==> src/rtl/skolem_lut_engine_pkg.sv <==
// skolem_pkg: shared types and sizing helpers for the Skolem LUT engine.
//   st_e       engine state (SWEEP only exists when SKOLEM_SWEEP_EN is defined)
//   tbl_bits   total truth-table bits, N_OUT * 2^N_IN
//   cfg_words  number of config words needed to carry the table
package skolem_pkg;

  localparam logic [1:0] S_EMPTY = 2'd0;
  localparam logic [1:0] S_LOAD  = 2'd1;
  localparam logic [1:0] S_READY = 2'd2;
`ifdef SKOLEM_SWEEP_EN
  localparam logic [1:0] S_SWEEP = 2'd3;
`endif

  typedef enum logic [1:0] {
    ST_EMPTY = S_EMPTY,
    ST_LOAD  = S_LOAD,
`ifdef SKOLEM_SWEEP_EN
    ST_READY = S_READY,
    ST_SWEEP = S_SWEEP
`else
    ST_READY = S_READY
`endif
  } st_e;

  function automatic int tbl_bits(input int n_in, input int n_out);
    return n_out * (1 << n_in);
  endfunction

  function automatic int cfg_words(input int n_in, input int n_out, input int cfg_w);
    return (tbl_bits(n_in, n_out) + cfg_w - 1) / cfg_w;
  endfunction

endpackage

==> src/rtl/skolem_lut_engine_if.sv <==
// skolem_lut_engine_if: config, evaluation-input and result channels of the engine.
//   cfg_valid/cfg_ready/cfg_data/cfg_last  word-serial table load
//   cfg_err                                one-cycle pulse on a malformed load
//   tbl_valid                              a complete table is loaded
//   in_valid/in_ready/in_x                 assignment to evaluate
//   out_valid/out_ready/out_x/out_y        result (assignment and Skolem outputs)
// master = traffic source/sink outside the engine, slave = the engine.
interface skolem_lut_engine_if #(
  parameter int N_IN  = 6,
  parameter int N_OUT = 1,
  parameter int CFG_W = 32
);
  logic             cfg_valid;
  logic             cfg_ready;
  logic [CFG_W-1:0] cfg_data;
  logic             cfg_last;
  logic             cfg_err;
  logic             tbl_valid;
  logic             in_valid;
  logic             in_ready;
  logic [N_IN-1:0]  in_x;
  logic             out_valid;
  logic             out_ready;
  logic [N_IN-1:0]  out_x;
  logic [N_OUT-1:0] out_y;

  modport master (
    output cfg_valid, cfg_data, cfg_last, in_valid, in_x, out_ready,
    input  cfg_ready, cfg_err, tbl_valid, in_ready, out_valid, out_x, out_y
  );

  modport slave (
    input  cfg_valid, cfg_data, cfg_last, in_valid, in_x, out_ready,
    output cfg_ready, cfg_err, tbl_valid, in_ready, out_valid, out_x, out_y
  );
endinterface

==> src/rtl/skolem_tbl.sv <==
// skolem_tbl: flat bit-addressable truth-table storage.
//   clk    rising-edge clock
//   we     write enable for one config word
//   widx   word index; word i holds table bits i*CFG_W upward
//   wdata  config word
//   rx     assignment to read
//   ry     ry[o] = table bit o*2^N_IN + rx, combinational
// Contents are deliberately not reset; the owner gates use with its own valid flag.
module skolem_tbl
  import skolem_pkg::*;
#(
  parameter int N_IN  = 6,
  parameter int N_OUT = 1,
  parameter int CFG_W = 32,
  localparam int WORDS  = cfg_words(N_IN, N_OUT, CFG_W),
  localparam int WIDX_W = (WORDS > 1) ? $clog2(WORDS) : 1
) (
  input  logic              clk,
  input  logic              we,
  input  logic [WIDX_W-1:0] widx,
  input  logic [CFG_W-1:0]  wdata,
  input  logic [N_IN-1:0]   rx,
  output logic [N_OUT-1:0]  ry
);
  localparam int DEPTH = 1 << N_IN;

  logic [CFG_W-1:0]       mem [WORDS];
  logic [WORDS*CFG_W-1:0] flat;

  always_ff @(posedge clk) begin
    if (we) begin
      for (int w = 0; w < WORDS; w++) begin
        if (widx == WIDX_W'(w)) mem[w] <= wdata;
      end
    end
  end

  for (genvar w = 0; w < WORDS; w++) begin : g_flat
    assign flat[w*CFG_W +: CFG_W] = mem[w];
  end

  // Each output channel owns a contiguous 2^N_IN-bit row; padding above is never read.
  for (genvar o = 0; o < N_OUT; o++) begin : g_rd
    logic [DEPTH-1:0] row;
    assign row   = flat[o*DEPTH +: DEPTH];
    assign ry[o] = row[rx];
  end
endmodule

==> src/rtl/skolem_lut_engine.sv <==
// skolem_lut_engine: run-time loadable truth-table evaluator for Skolem functions.
//   clk          rising-edge clock
//   rst_n        synchronous active-low reset (aborts load/sweep, table RAM kept)
//   bus          skolem_lut_engine_if.slave: config load, input assignment, result
//   sweep_start  request a full 0..2^N_IN-1 dump   (only with SKOLEM_SWEEP_EN)
//   sweep_busy   sweep in progress                 (only with SKOLEM_SWEEP_EN)
// Optional feature macro: SKOLEM_SWEEP_EN (sweep ports, SWEEP state, x counter).
module skolem_lut_engine
  import skolem_pkg::*;
#(
  parameter int N_IN  = 6,
  parameter int N_OUT = 1,
  parameter int CFG_W = 32
) (
  input  logic clk,
  input  logic rst_n,
`ifdef SKOLEM_SWEEP_EN
  input  logic sweep_start,
  output logic sweep_busy,
`endif
  skolem_lut_engine_if.slave bus
);
  localparam int WORDS  = cfg_words(N_IN, N_OUT, CFG_W);
  localparam int WIDX_W = (WORDS > 1) ? $clog2(WORDS) : 1;
  // One extra code so the index can sit past WORDS-1 and still flag a late cfg_last.
  localparam int CNT_W  = $clog2(WORDS + 1);

  st_e              state;
  logic [CNT_W-1:0] cnt;
  logic [CNT_W-1:0] bidx;
  logic             cfg_ready, in_ready;
  logic             cfg_fire, in_fire, out_fire;
  logic             last_ok, we;
  logic             cfg_err;
  logic             out_valid;
  logic [N_IN-1:0]  out_x;
  logic [N_OUT-1:0] out_y;
  logic [N_IN-1:0]  rd_x;
  logic [N_OUT-1:0] rd_y;
`ifdef SKOLEM_SWEEP_EN
  logic [N_IN-1:0]  sw_x;
  logic             sweep_go;
`endif

  always_comb begin
    cfg_ready = 1'b0;
    case (state)
      ST_EMPTY, ST_LOAD: cfg_ready = 1'b1;
      ST_READY:          cfg_ready = !out_valid;
      default:           cfg_ready = 1'b0;
    endcase
  end

  assign in_ready = (state == ST_READY) && (!out_valid || bus.out_ready);
  assign cfg_fire = bus.cfg_valid && cfg_ready;
  assign in_fire  = bus.in_valid && in_ready;
  assign out_fire = out_valid && bus.out_ready;

  // The first beat of a load (from EMPTY or READY) is always index 0.
  assign bidx    = (state == ST_LOAD) ? cnt : '0;
  assign last_ok = (bidx == CNT_W'(WORDS - 1));
  assign we      = cfg_fire && (bidx < CNT_W'(WORDS));

`ifdef SKOLEM_SWEEP_EN
  // Config and a same-cycle input beat both take precedence over a sweep request.
  assign sweep_go = (state == ST_READY) && sweep_start && !out_valid && !cfg_fire && !in_fire;
  assign rd_x     = ((state == ST_SWEEP) || sweep_go) ? sw_x : bus.in_x;
`else
  assign rd_x     = bus.in_x;
`endif

  skolem_tbl #(.N_IN(N_IN), .N_OUT(N_OUT), .CFG_W(CFG_W)) u_tbl (
    .clk   (clk),
    .we    (we),
    .widx  (bidx[WIDX_W-1:0]),
    .wdata (bus.cfg_data),
    .rx    (rd_x),
    .ry    (rd_y)
  );

  // ---- stage boundary: table lookup -> registered result ----
  always_ff @(posedge clk) begin
    if (!rst_n) begin
      state     <= ST_EMPTY;
      cnt       <= '0;
      cfg_err   <= 1'b0;
      out_valid <= 1'b0;
      out_x     <= '0;
      out_y     <= '0;
`ifdef SKOLEM_SWEEP_EN
      sw_x      <= '0;
`endif
    end else begin
      cfg_err <= 1'b0;

      if (cfg_fire) begin
        if (bus.cfg_last) begin
          cnt <= '0;
          if (last_ok) begin
            state <= ST_READY;
          end else begin
            state   <= ST_EMPTY;
            cfg_err <= 1'b1;
          end
        end else begin
          state <= ST_LOAD;
          cnt   <= (bidx == CNT_W'(WORDS)) ? bidx : bidx + 1'b1;
        end
      end
`ifdef SKOLEM_SWEEP_EN
      else if (sweep_go) begin
        state <= ST_SWEEP;
      end
`endif

      if (in_fire) begin
        out_valid <= 1'b1;
        out_x     <= bus.in_x;
        out_y     <= rd_y;
      end
`ifdef SKOLEM_SWEEP_EN
      else if (sweep_go) begin
        out_valid <= 1'b1;
        out_x     <= sw_x;
        out_y     <= rd_y;
        sw_x      <= sw_x + 1'b1;
      end else if ((state == ST_SWEEP) && out_fire) begin
        if (&out_x) begin
          out_valid <= 1'b0;
          state     <= ST_READY;
          sw_x      <= '0;
        end else begin
          out_x <= sw_x;
          out_y <= rd_y;
          sw_x  <= sw_x + 1'b1;
        end
      end
`endif
      else if (out_fire) begin
        out_valid <= 1'b0;
      end
    end
  end

  assign bus.cfg_ready = cfg_ready;
  assign bus.in_ready  = in_ready;
  assign bus.cfg_err   = cfg_err;
  assign bus.out_valid = out_valid;
  assign bus.out_x     = out_x;
  assign bus.out_y     = out_y;
`ifdef SKOLEM_SWEEP_EN
  assign bus.tbl_valid = (state == ST_READY) || (state == ST_SWEEP);
  assign sweep_busy    = (state == ST_SWEEP);
`else
  assign bus.tbl_valid = (state == ST_READY);
`endif
endmodule

==> src/flat_wrapper.sv <==
// flat-port wrapper written by rule: the top's interface ports become plain ports
module skolem_lut_engine_flat import skolem_pkg::*;
#(
  parameter int N_IN  = 6,
  parameter int N_OUT = 1,
  parameter int CFG_W = 32
)
  (clk, rst_n, bus_cfg_valid, bus_cfg_data, bus_cfg_last, bus_in_valid, bus_in_x, bus_out_ready, bus_cfg_ready, bus_cfg_err, bus_tbl_valid, bus_in_ready, bus_out_valid, bus_out_x, bus_out_y);
  skolem_lut_engine_if #(.N_IN(N_IN), .N_OUT(N_OUT), .CFG_W(CFG_W)) bus_i ();
  input  logic clk;
  input  logic rst_n;
  input wire logic [$bits(bus_i.cfg_valid)-1:0] bus_cfg_valid;
  input wire logic [$bits(bus_i.cfg_data)-1:0] bus_cfg_data;
  input wire logic [$bits(bus_i.cfg_last)-1:0] bus_cfg_last;
  input wire logic [$bits(bus_i.in_valid)-1:0] bus_in_valid;
  input wire logic [$bits(bus_i.in_x)-1:0] bus_in_x;
  input wire logic [$bits(bus_i.out_ready)-1:0] bus_out_ready;
  output wire logic [$bits(bus_i.cfg_ready)-1:0] bus_cfg_ready;
  output wire logic [$bits(bus_i.cfg_err)-1:0] bus_cfg_err;
  output wire logic [$bits(bus_i.tbl_valid)-1:0] bus_tbl_valid;
  output wire logic [$bits(bus_i.in_ready)-1:0] bus_in_ready;
  output wire logic [$bits(bus_i.out_valid)-1:0] bus_out_valid;
  output wire logic [$bits(bus_i.out_x)-1:0] bus_out_x;
  output wire logic [$bits(bus_i.out_y)-1:0] bus_out_y;
  assign bus_i.cfg_valid = bus_cfg_valid;
  assign bus_i.cfg_data = bus_cfg_data;
  assign bus_i.cfg_last = bus_cfg_last;
  assign bus_i.in_valid = bus_in_valid;
  assign bus_i.in_x = bus_in_x;
  assign bus_i.out_ready = bus_out_ready;
  assign bus_cfg_ready = bus_i.cfg_ready;
  assign bus_cfg_err = bus_i.cfg_err;
  assign bus_tbl_valid = bus_i.tbl_valid;
  assign bus_in_ready = bus_i.in_ready;
  assign bus_out_valid = bus_i.out_valid;
  assign bus_out_x = bus_i.out_x;
  assign bus_out_y = bus_i.out_y;
  skolem_lut_engine #(.N_IN(N_IN), .N_OUT(N_OUT), .CFG_W(CFG_W)) u_core (.clk(clk), .rst_n(rst_n), .bus(bus_i));
endmodule
==> config.mk <==
export PLATFORM = sky130hd
export DESIGN_NAME = skolem_lut_engine_flat
export DESIGN_NICKNAME = d
export VERILOG_FILES = /design/src/rtl/skolem_lut_engine_pkg.sv /design/src/rtl/skolem_lut_engine_if.sv /design/src/rtl/skolem_tbl.sv /design/src/rtl/skolem_lut_engine.sv /design/src/flat_wrapper.sv
export SDC_FILE = /design/constraint.sdc
export NUM_CORES = 1
export LEC_CHECK = 0
export ABC_CLOCK_PERIOD_IN_PS = 6100
export CAP_MARGIN = 20
export CORE_MARGIN = 1
export CORE_UTILIZATION = 35
export CTS_CLUSTER_DIAMETER = 120
export DETAILED_ROUTE_END_ITERATION = 10
export MAX_ROUTING_LAYER = met4
export PLACE_DENSITY = 0.61
export SLEW_MARGIN = 20
export SYNTH_ARGS = -nofsm -noshare
export SYNTH_HDL_FRONTEND = slang
export SYNTH_HIERARCHICAL = 1
export SYNTH_SLANG_ARGS = --single-unit
==> constraint.sdc <==
create_clock -name clk -period 6.1 [get_ports clk]
set_input_delay 1.22 -clock clk [delete_from_list [all_inputs] [get_ports clk]]
set_output_delay 1.22 -clock clk [all_outputs]
set_load 0.01 [all_outputs]
# After elaboration in Yosys (flattened, before gate mapping)
# Memories as Yosys holds them, arrays and structs flattened.
# Index checks and enable logic that the tools add are counted.
# W data, S select, Z words.
# classes
add_sub_neg	1
n_lt_le_gt_ge	2
eq_ne	4
n_mux	20
reduce_logical	12
# ops
cell	n
$mux W32	1
$reduce_or A32 Y1	1
$mux W1	12
$mux W2	5
$lt A6 B7 Y1 const B	1
$bmux W1 S6	1
$logic_and A1 B1 Y1	5
$eq A2 B1 Y1 const B	2
$eq A2 B2 Y1 const B	2
$reduce_and A3 Y1	1
$add A2 B1 Y2 const B	1
$logic_not A2 Y1	1
$lt A2 B2 Y1 const B	1
$pmux W1 S2	1
$reduce_bool A2 Y1	1
$reduce_or A2 Y1	1
$logic_not A1 Y1	1
$logic_or A1 B1 Y1	1
# word_totals
regBits	13
ram_bits	64
input_bits	44
output_inout_bits	12
word_cells	46
memories	1
# memory_table
memory	words	width	rd	rd_ports_with_merged_regs	wr	line_no	text
u_core.u_tbl.mem	2	32	2	0	1	skolem_tbl.sv:27	logic [CFG_W-1:0] mem [WORDS];

# Longest topological paths before layout
# Gate-level depths: netlist of run 1.
# logic_depth
ltp_word	9
ltp_mapped	8
depth_no_buf	6

# Modules after synthesis
# Netlist of run 1, hierarchy kept.
# modules_own_cells
mod	n_inst	cells_each	area_each_um2	seq_area_each_um2
skolem_tbl	1	104	2518.7	1921.8
skolem_lut_engine	1	65	594.3	260.2

# Worst setup path before layout of run 1
# OpenSTA, ideal clock, no wires.
# synth_path
kind	input to register
startpoint	input bus_cfg_valid
endpoint	memory u_core.u_tbl.mem[0][0], enable pin
setup_ns	0.425
arrival_ns	2.942
required_time_ns	5.675
slack_ns	2.733
stages	3
n_path_buf	0
cell_sequence	nand2_1 a21oi_1 nor2b_1
# synth_via
elab_chain_cells	6
elab_cells_between_ends	9
classes_between	mux (6); reduce/logical (3)
# synth_rtl
element	line_no	text
start: declaration	flat_wrapper.sv:12	input wire logic [$bits(bus_i.cfg_valid)-1:0] bus_cfg_valid;
$logic_and A1 B1 Y1 (*)	skolem_lut_engine.sv:55	assign cfg_fire = bus.cfg_valid && cfg_ready;
$logic_and A1 B1 Y1 (*)	skolem_lut_engine.sv:62	assign we = cfg_fire && (bidx < CNT_W'(WORDS));
named net u_core.we	skolem_lut_engine.sv:33	logic last_ok, we;
$mux W1	skolem_tbl.sv:31	if (we) begin
$mux W1 (implied by the code)	skolem_tbl.sv:33	if (widx == WIDX_W'(w)) mem[w] <= wdata;
$reduce_or A32 Y1 (no source line)	-	
$mux W1 (no source line)	-	
end: declaration	skolem_tbl.sv:27	
# The timed path passes the listed nets; every way through them passes the cells marked *.

# Final worst setup path of run 1
# layout_path
startpoint	input bus_out_ready
endpoint	output bus_in_ready
# layout_via
elab_chain_cells	2
# layout_rtl
element	line_no	text
start: declaration	flat_wrapper.sv:17	input wire logic [$bits(bus_i.out_ready)-1:0] bus_out_ready;
$logic_or A1 B1 Y1	skolem_lut_engine.sv:54	assign in_ready = (state == ST_READY) && (!out_valid || bus.out_ready);
$logic_and A1 B1 Y1	skolem_lut_engine.sv:54	
end: declaration	flat_wrapper.sv:21	output wire logic [$bits(bus_i.in_ready)-1:0] bus_in_ready;
# Every way passes these cells.

==> results of run 1 <==
report_power, final:
group,internal (uW),total [uW],switching (uW)
registers,590,596,5.81
clock network,230,415,184
logic,51.4,88.3,36.8
total,872,1100,227
flip-flops by register name, summed over array words and instances, names as in the netlist:
| signal | flops |
|---|---|
| u_core/bus.out_x | 6 |
| u_core/bus.out_valid | 1 |
| u_core/bus.cfg_err | 1 |
| u_core/cnt | 2 |
| u_core/u_tbl/mem | 64 |
| u_core/bus.out_y | 1 |
| u_core/state | 2 |
layout make-up:
class                      count  area share
inverter                       4    0.003783
clock inverter                 6     0.02207
sequential                    77      0.5498
clock buffer                  10     0.03216
multi-input combinational     82      0.2175
timing repair buffer          56      0.1406
tap                          108     0.03405
through the flow:
stage / power [uW] / std cells / util / hold WS (ps)
2_1_floorplan: 649.8 / 169 / - / 438.3
3_3_place_gp: 696.5 / 327 / 0.4325 / 443.0
3_5_place_dp: 698.3 / 327 / 0.4325 / 449.0
4_1_cts: 1115 / 343 / 0.4573 / 459.1
5_1_grt: 1147 / 343 / 0.4573 / 484.9
6_report: 1099 / 343 / 0.4573 / 458.3
cells in the mapped netlist:
cell,n,share of area
a21oi_1,2,0.0032
a221oi_1,3,0.0084
a22oi_1,4,0.0096
a311oi_1,1,0.0028
a31o_1,1,0.0028
a31oi_1,2,0.0040
and2_1,2,0.0040
and2b_1,2,0.0048
and2b_2,1,0.0028
and3b_1,1,0.0028
buf_12,1,0.0064
buf_2,2,0.0032
buf_6,2,0.0072
clkbuf_1,1,0.0012
dfxtp_1,13,0.084
edfxtp_1,64,0.62
ha_1,2,0.0080
inv_1,4,0.0048
mux2i_1,10,0.032
mux4_1,15,0.13
mux4_2,1,0.0072
nand2_1,21,0.025
nand3_1,1,0.0016
nand3b_1,3,0.0072
nor2_1,1,0.0012
nor2b_1,3,0.0060
nor2b_4,1,0.0044
nor3_1,1,0.0016
o211ai_1,1,0.0024
o21a_1,1,0.0024
o21ai_0,1,0.0016
o21ai_2,1,0.0028
critical path: stages:
cell	delay (ps)
clkdlybuf4s50_1	450
and2b_1	190
and2b_2	200
clkdlybuf4s50_1	520
metal layers:
metal  vias up  wire length (um)  GRT usage
met4         0               133    0.07721
met2        51              2548     0.2004
met3        11               322    0.04502
met1       799              2427     0.1680
li1        803                 -          -
met5         -                 0          -
worst paths after layout:
kind / start / to / slack, ps / depth (start not counted)
max: bus_out_ready / bus_in_ready / 2310 / 4
min: u_core/bus.out_x[4] / u_core/bus.out_x[4] / 460 / 2
max reg2reg: u_core/state[0] / u_core/u_tbl/mem[0][38] / 4100 / 4
min reg2reg: u_core/bus.out_x[4] / u_core/bus.out_x[4] / 460 / 2
cells by family (layout without fill, tap and decap cells):
group,count (synthesis),in the layout,synth area share
AO/OA/AOI/OAI,17,17,0.04020
multiplexers,26,26,0.1660
AND/OR/NAND/NOR,37,37,0.06189
buffers and inverters,10,76,0.02291
flip-flops,77,77,0.7010
adder cells (fa/ha/maj),2,2,0.008037
placed cells by master, fill, tap and decap left out, types with 2 or more instances in the layout:
| cell | n |
|---|---|
| nand2_1 | 21 |
| mux2i_1 | 10 |
| and2b_1 | 2 |
| clkinv_4 | 2 |
| clkbuf_8 | 9 |
| ha_1 | 2 |
| edfxtp_1 | 64 |
| a22oi_1 | 4 |
| bufinv_16 | 2 |
| a221oi_1 | 3 |
| clkinv_2 | 2 |
| clkdlybuf4s50_1 | 55 |
| inv_1 | 4 |
| dfxtp_1 | 13 |
| nor2b_1 | 2 |
| mux4_1 | 15 |
| nand3b_1 | 3 |
| a31oi_1 | 2 |
| a21oi_1 | 2 |
==> flow_metrics.env, run 1 <==
export IMPL_status="completed"
export IMPL_skew_ps=5.043
export IMPL_clock_latency_ps=350
export IMPL_cts_max_level=3
export IMPL_post_cts_buffers=0
export IMPL_placementRows=34
export IMPL_crit_fanout=3
export IMPL_crit_type="in -> out"
export IMPL_ys_seq_area_frac=0.7010
export IMPL_cts_tree="done"
export IMPL_drt_iter0_drc=73
export IMPL_nets=276
export IMPL_setup_slack_ps=2310
export IMPL_n_fill_cell=793
export IMPL_final_antenna_net_count=0
export IMPL_ys_warn_count=6
export IMPL_maxCapViolations=0
export IMPL_yosysUniqueCellTypes=32
export IMPL_maxSlewHeadroom=0.3644
export IMPL_cts_sinks=77
export IMPL_syn_inst=169
export IMPL_cts_buffers=9
export IMPL_overflow=0
export IMPL_avgSynthCellArea_sq_um=18.42
export IMPL_syn_nets=215
export IMPL_routed_wl_um=5431
export IMPL_final_max_slew_violation_count=0
export IMPL_hp_class="reg -> reg"
export IMPL_diodes=0
export IMPL_cts_resized_gates=0
export IMPL_start_util=0.3587
export IMPL_synth_seq_cells=77
export IMPL_cp_end_kind="output port"
export IMPL_via_count=1664
export IMPL_path_clk_slew_ps=70
export IMPL_core_sq_mm=0.008678
export IMPL_required_ps=4880
export IMPL_route_detailed_drc=0
export IMPL_antenna_found_initial=0
export IMPL_ctsLongestPathBuffers=2
export IMPL_multi_input_area_sq_um=863.3
export IMPL_first_global_vias=1603
export IMPL_clock_root_buffer="clkbuf_8"
export IMPL_syn_area_sq_mm=0.003113
export IMPL_routedWlPerCell_um=15.83
export IMPL_setup_viol=0
export IMPL_die_y_um=96.31
export IMPL_fmax_ghz=0.2638
export IMPL_setup_tns_ps=0
export IMPL_period_share=0.6213
export IMPL_grt_pass1_wl_um=8445
export IMPL_hold_viol_final=0
export IMPL_area_growth_synth_to_final_pct=27.49
export IMPL_worstMarginPinSlew_ps=950.4
export IMPL_io_buffers=55
export IMPL_min_period_ps=3790
export IMPL_power_density_mw_per_mm2=276.8
export IMPL_place_gp_congestion=0.6873
export IMPL_drive_gt1_frac=0.09362
export IMPL_vias_per_cell=4.851
export IMPL_drtPass1Iterations=4
export IMPL_post_place_ws_ps=2193
export IMPL_peakVddDrop_mv=0.1363
export IMPL_final_area_sq_mm=0.003969
export IMPL_postPlaceCellArea_sq_mm=0.003754
export IMPL_dp_hpwl_um=3712
export IMPL_seq_area_sq_mm=0.002182
export IMPL_startpoint_type="input pin"
export IMPL_worstPathArrival_ps=2570
export IMPL_p_leak_uw=0.001377
export IMPL_rsz0062_at_grt="false"
export IMPL_grt_use_total=0.1373
export IMPL_grt_max_degree=33
export IMPL_die_x_um=96.31
export IMPL_ctsHoldBuffers=0
export IMPL_die_area_sq_mm=0.009276
export IMPL_ios=56
Power figures use the tool's default switching activity.
==> run 2: changes to the inputs <==
- ABC_CLOCK_PERIOD_IN_PS: 6100 -> 3600
- clock period: 6.1 -> 3.6 ns (I/O delays scaled with it)
==> run 2 against run 1 <==
Compared with the run above:
- power up 63%
- clock-buffer cell count unchanged
- clock power increased by 51%
- design area is 0.25% lower
- critical path type unchanged
- critical endpoint unchanged
- highest routed layer unchanged
==> flow_metrics.env, run 2 (same netlist as run 1, synthesis figures left out) <==
export IMPL_routedWlPerCell_um=15.68
export IMPL_largest_reg_flops=64
export IMPL_route_detailed_drc=0
export IMPL_holdPathStages=2
export IMPL_nets=278
export IMPL_maxSlewHeadroom=0.5198
export IMPL_final_antenna_net_count=0
export IMPL_power_density_mw_per_mm2=451.1
export IMPL_vias_per_cell=4.867
export IMPL_p_leak_uw=0.001369
export IMPL_setup_tns_ps=0
export IMPL_cts_sinks=77
export IMPL_p_sw_frac=0.2123
export IMPL_antenna_found_initial=0
export IMPL_status="completed"
export IMPL_setup_viol=0
export IMPL_start_util=0.3587
export IMPL_overflow=0
export IMPL_die_y_um=96.31
export IMPL_area_growth_synth_to_final_pct=27.17
export IMPL_diodes=0
export IMPL_slowest_delay_ps=520
export IMPL_cp_end_kind="output port"
export IMPL_die_x_um=96.31
export IMPL_die_area_sq_mm=0.009276
export IMPL_reg_top3="u_core/u_tbl/mem (64), u_core/bus.out_x (6)"
export IMPL_dp_hpwl_um=3729
export IMPL_final_util=0.4562
export IMPL_regMostFlops="u_core/u_tbl/mem"
export IMPL_skew_ps=9.623
export IMPL_clock_root_buffer="clkbuf_8"
export IMPL_path_clk_slew_ps=80
export IMPL_power_switching_uw=379.1
export IMPL_cts_buffers=9
export IMPL_ios=56
export IMPL_internal_power_uw=1407
export IMPL_startpoint_type="input pin"
export IMPL_final_cell_mix="edfxtp_1, clkdlybuf4s50_1, nand2_1, mux4_1, dfxtp_1"
export IMPL_via_count=1679
export IMPL_routed_wl_um=5408
export IMPL_ctsLongestPathBuffers=2
export IMPL_grt_use_total=0.1317
export IMPL_first_global_vias=1625
export IMPL_period_share=0.7768
export IMPL_core_sq_mm=0.008678
export IMPL_placementRows=34
export IMPL_setup_slack_ps=803.4
export IMPL_worstMarginPinSlew_ps=718.1
export IMPL_worstPathArrival_ps=2080
export IMPL_clkPwrFrac=0.350
export IMPL_slowest_stage="clkdlybuf4s50_1"
export IMPL_rsz0062_at_grt="false"
export IMPL_rr_worst_depth=5
export IMPL_grt_pass1_wl_um=8328
export IMPL_drt_iter0_drc=97
export IMPL_cts_max_level=3
export IMPL_drtPass1Iterations=4
export IMPL_hp_start="u_core/bus.out_x[1]"
export IMPL_hp_class="reg -> reg"
export IMPL_clock_latency_ps=340
export IMPL_r2r_setup_slack_ps=1750
export IMPL_post_place_ws_ps=631.5
export IMPL_grt_max_degree=33
export IMPL_post_cts_buffers=0
export IMPL_crit_fanout=3
export IMPL_cts_resized_gates=0
export IMPL_cp_common_cell="clkdlybuf4s50_1"
export IMPL_critPathTopFamily="buffers and inverters"
export IMPL_worstHoldEndpoint="u_core/bus.out_x[1]"
export IMPL_r2r_end="u_core/u_tbl/mem[0][20]"
export IMPL_min_period_ps=2797
export IMPL_place_gp_congestion=0.6986
export IMPL_hold_viol_final=0
export IMPL_crit_type="in -> out"
export IMPL_ctsHoldBuffers=0
export IMPL_path_cells="clkdlybuf4s50_1 > and2b_1 > and2b_2 > clkdlybuf4s50_1"
export IMPL_drive_gt1_frac=0.09705
export IMPL_cts_tree="done"
export IMPL_maxCapViolations=0
export IMPL_fmax_ghz=0.3576
export IMPL_required_ps=2880
export IMPL_p_comb_frac=0.084
export IMPL_hold_ws_ps=463.5
export IMPL_cp_buffers_inverters=2
export IMPL_final_max_slew_violation_count=0
export IMPL_pwr_share_seq=0.565
export IMPL_r2r_start="u_core/state[0]"
export IMPL_layout_commonest_cell="edfxtp_1"
export IMPL_peakVddDrop_mv=0.2507
export IMPL_io_buffers=55
## run 2: cell type report
class / count / area [sq um]
Inverter: 4 / 15.01
Clock inverter: 6 / 63.81
Sequential cell: 77 / 2182
Tap cell: 108 / 135.1
Multi-Input combinational cell: 82 / 862.1
Fill cell: 787 / 4720
Clock buffer: 10 / 127.6
Timing Repair Buffer: 58 / 573.1
## run 2: per-stage QoR
stage | instances | cell area (sq um) | total power, uW
detailed placement | 329 | 3767 | 1183
finish | 345 | 3959 | 1786
floorplan | 169 | 3113 | 1101
global placement | 329 | 3767 | 1181
global route | 345 | 3959 | 1861
CTS | 345 | 3959 | 1811
## run 2: per-layer routing
| layer | up-vias | routed length [um] | track usage |
|---|---|---|---|
| li1 | 808 | - | - |
| met1 | 817 | 2545 | 0.1671 |
| met2 | 47 | 2496 | 0.1915 |
| met3 | 7 | 280 | 0.04028 |
| met4 | 0 | 87 | 0.06618 |
| met5 | - | 0 | - |
## run 2: power groups by stage
stage | Combinational (uW) | Clock, uW | Sequential [uW]
detailed placement | 153 | 0 | 1030
floorplan | 72.5 | 0 | 1030
global placement | 151 | 0 | 1030
CTS | 153 | 648 | 1010
global route | 165 | 684 | 1010
finish | 151 | 626 | 1010
## run 2: worst min-delay path, stage by stage (launching register included)
cell and delay (ps):
dfxtp_1 320, nand2_1 50, mux2i_1 50
## run 2: how the worst max path moves through the flow
stage | startpoint | endpoint | cells after the start
after detailed placement | bus_in_x[0] | u_core/bus.out_y | 8
after global routing | bus_out_ready | bus_in_ready | 4
after global placement | bus_in_x[0] | u_core/bus.out_y | 8
after CTS | bus_out_ready | bus_in_ready | 4
final | bus_out_ready | bus_in_ready | 4
after floorplan | bus_cfg_valid | u_core/u_tbl/mem[0][0] | 3
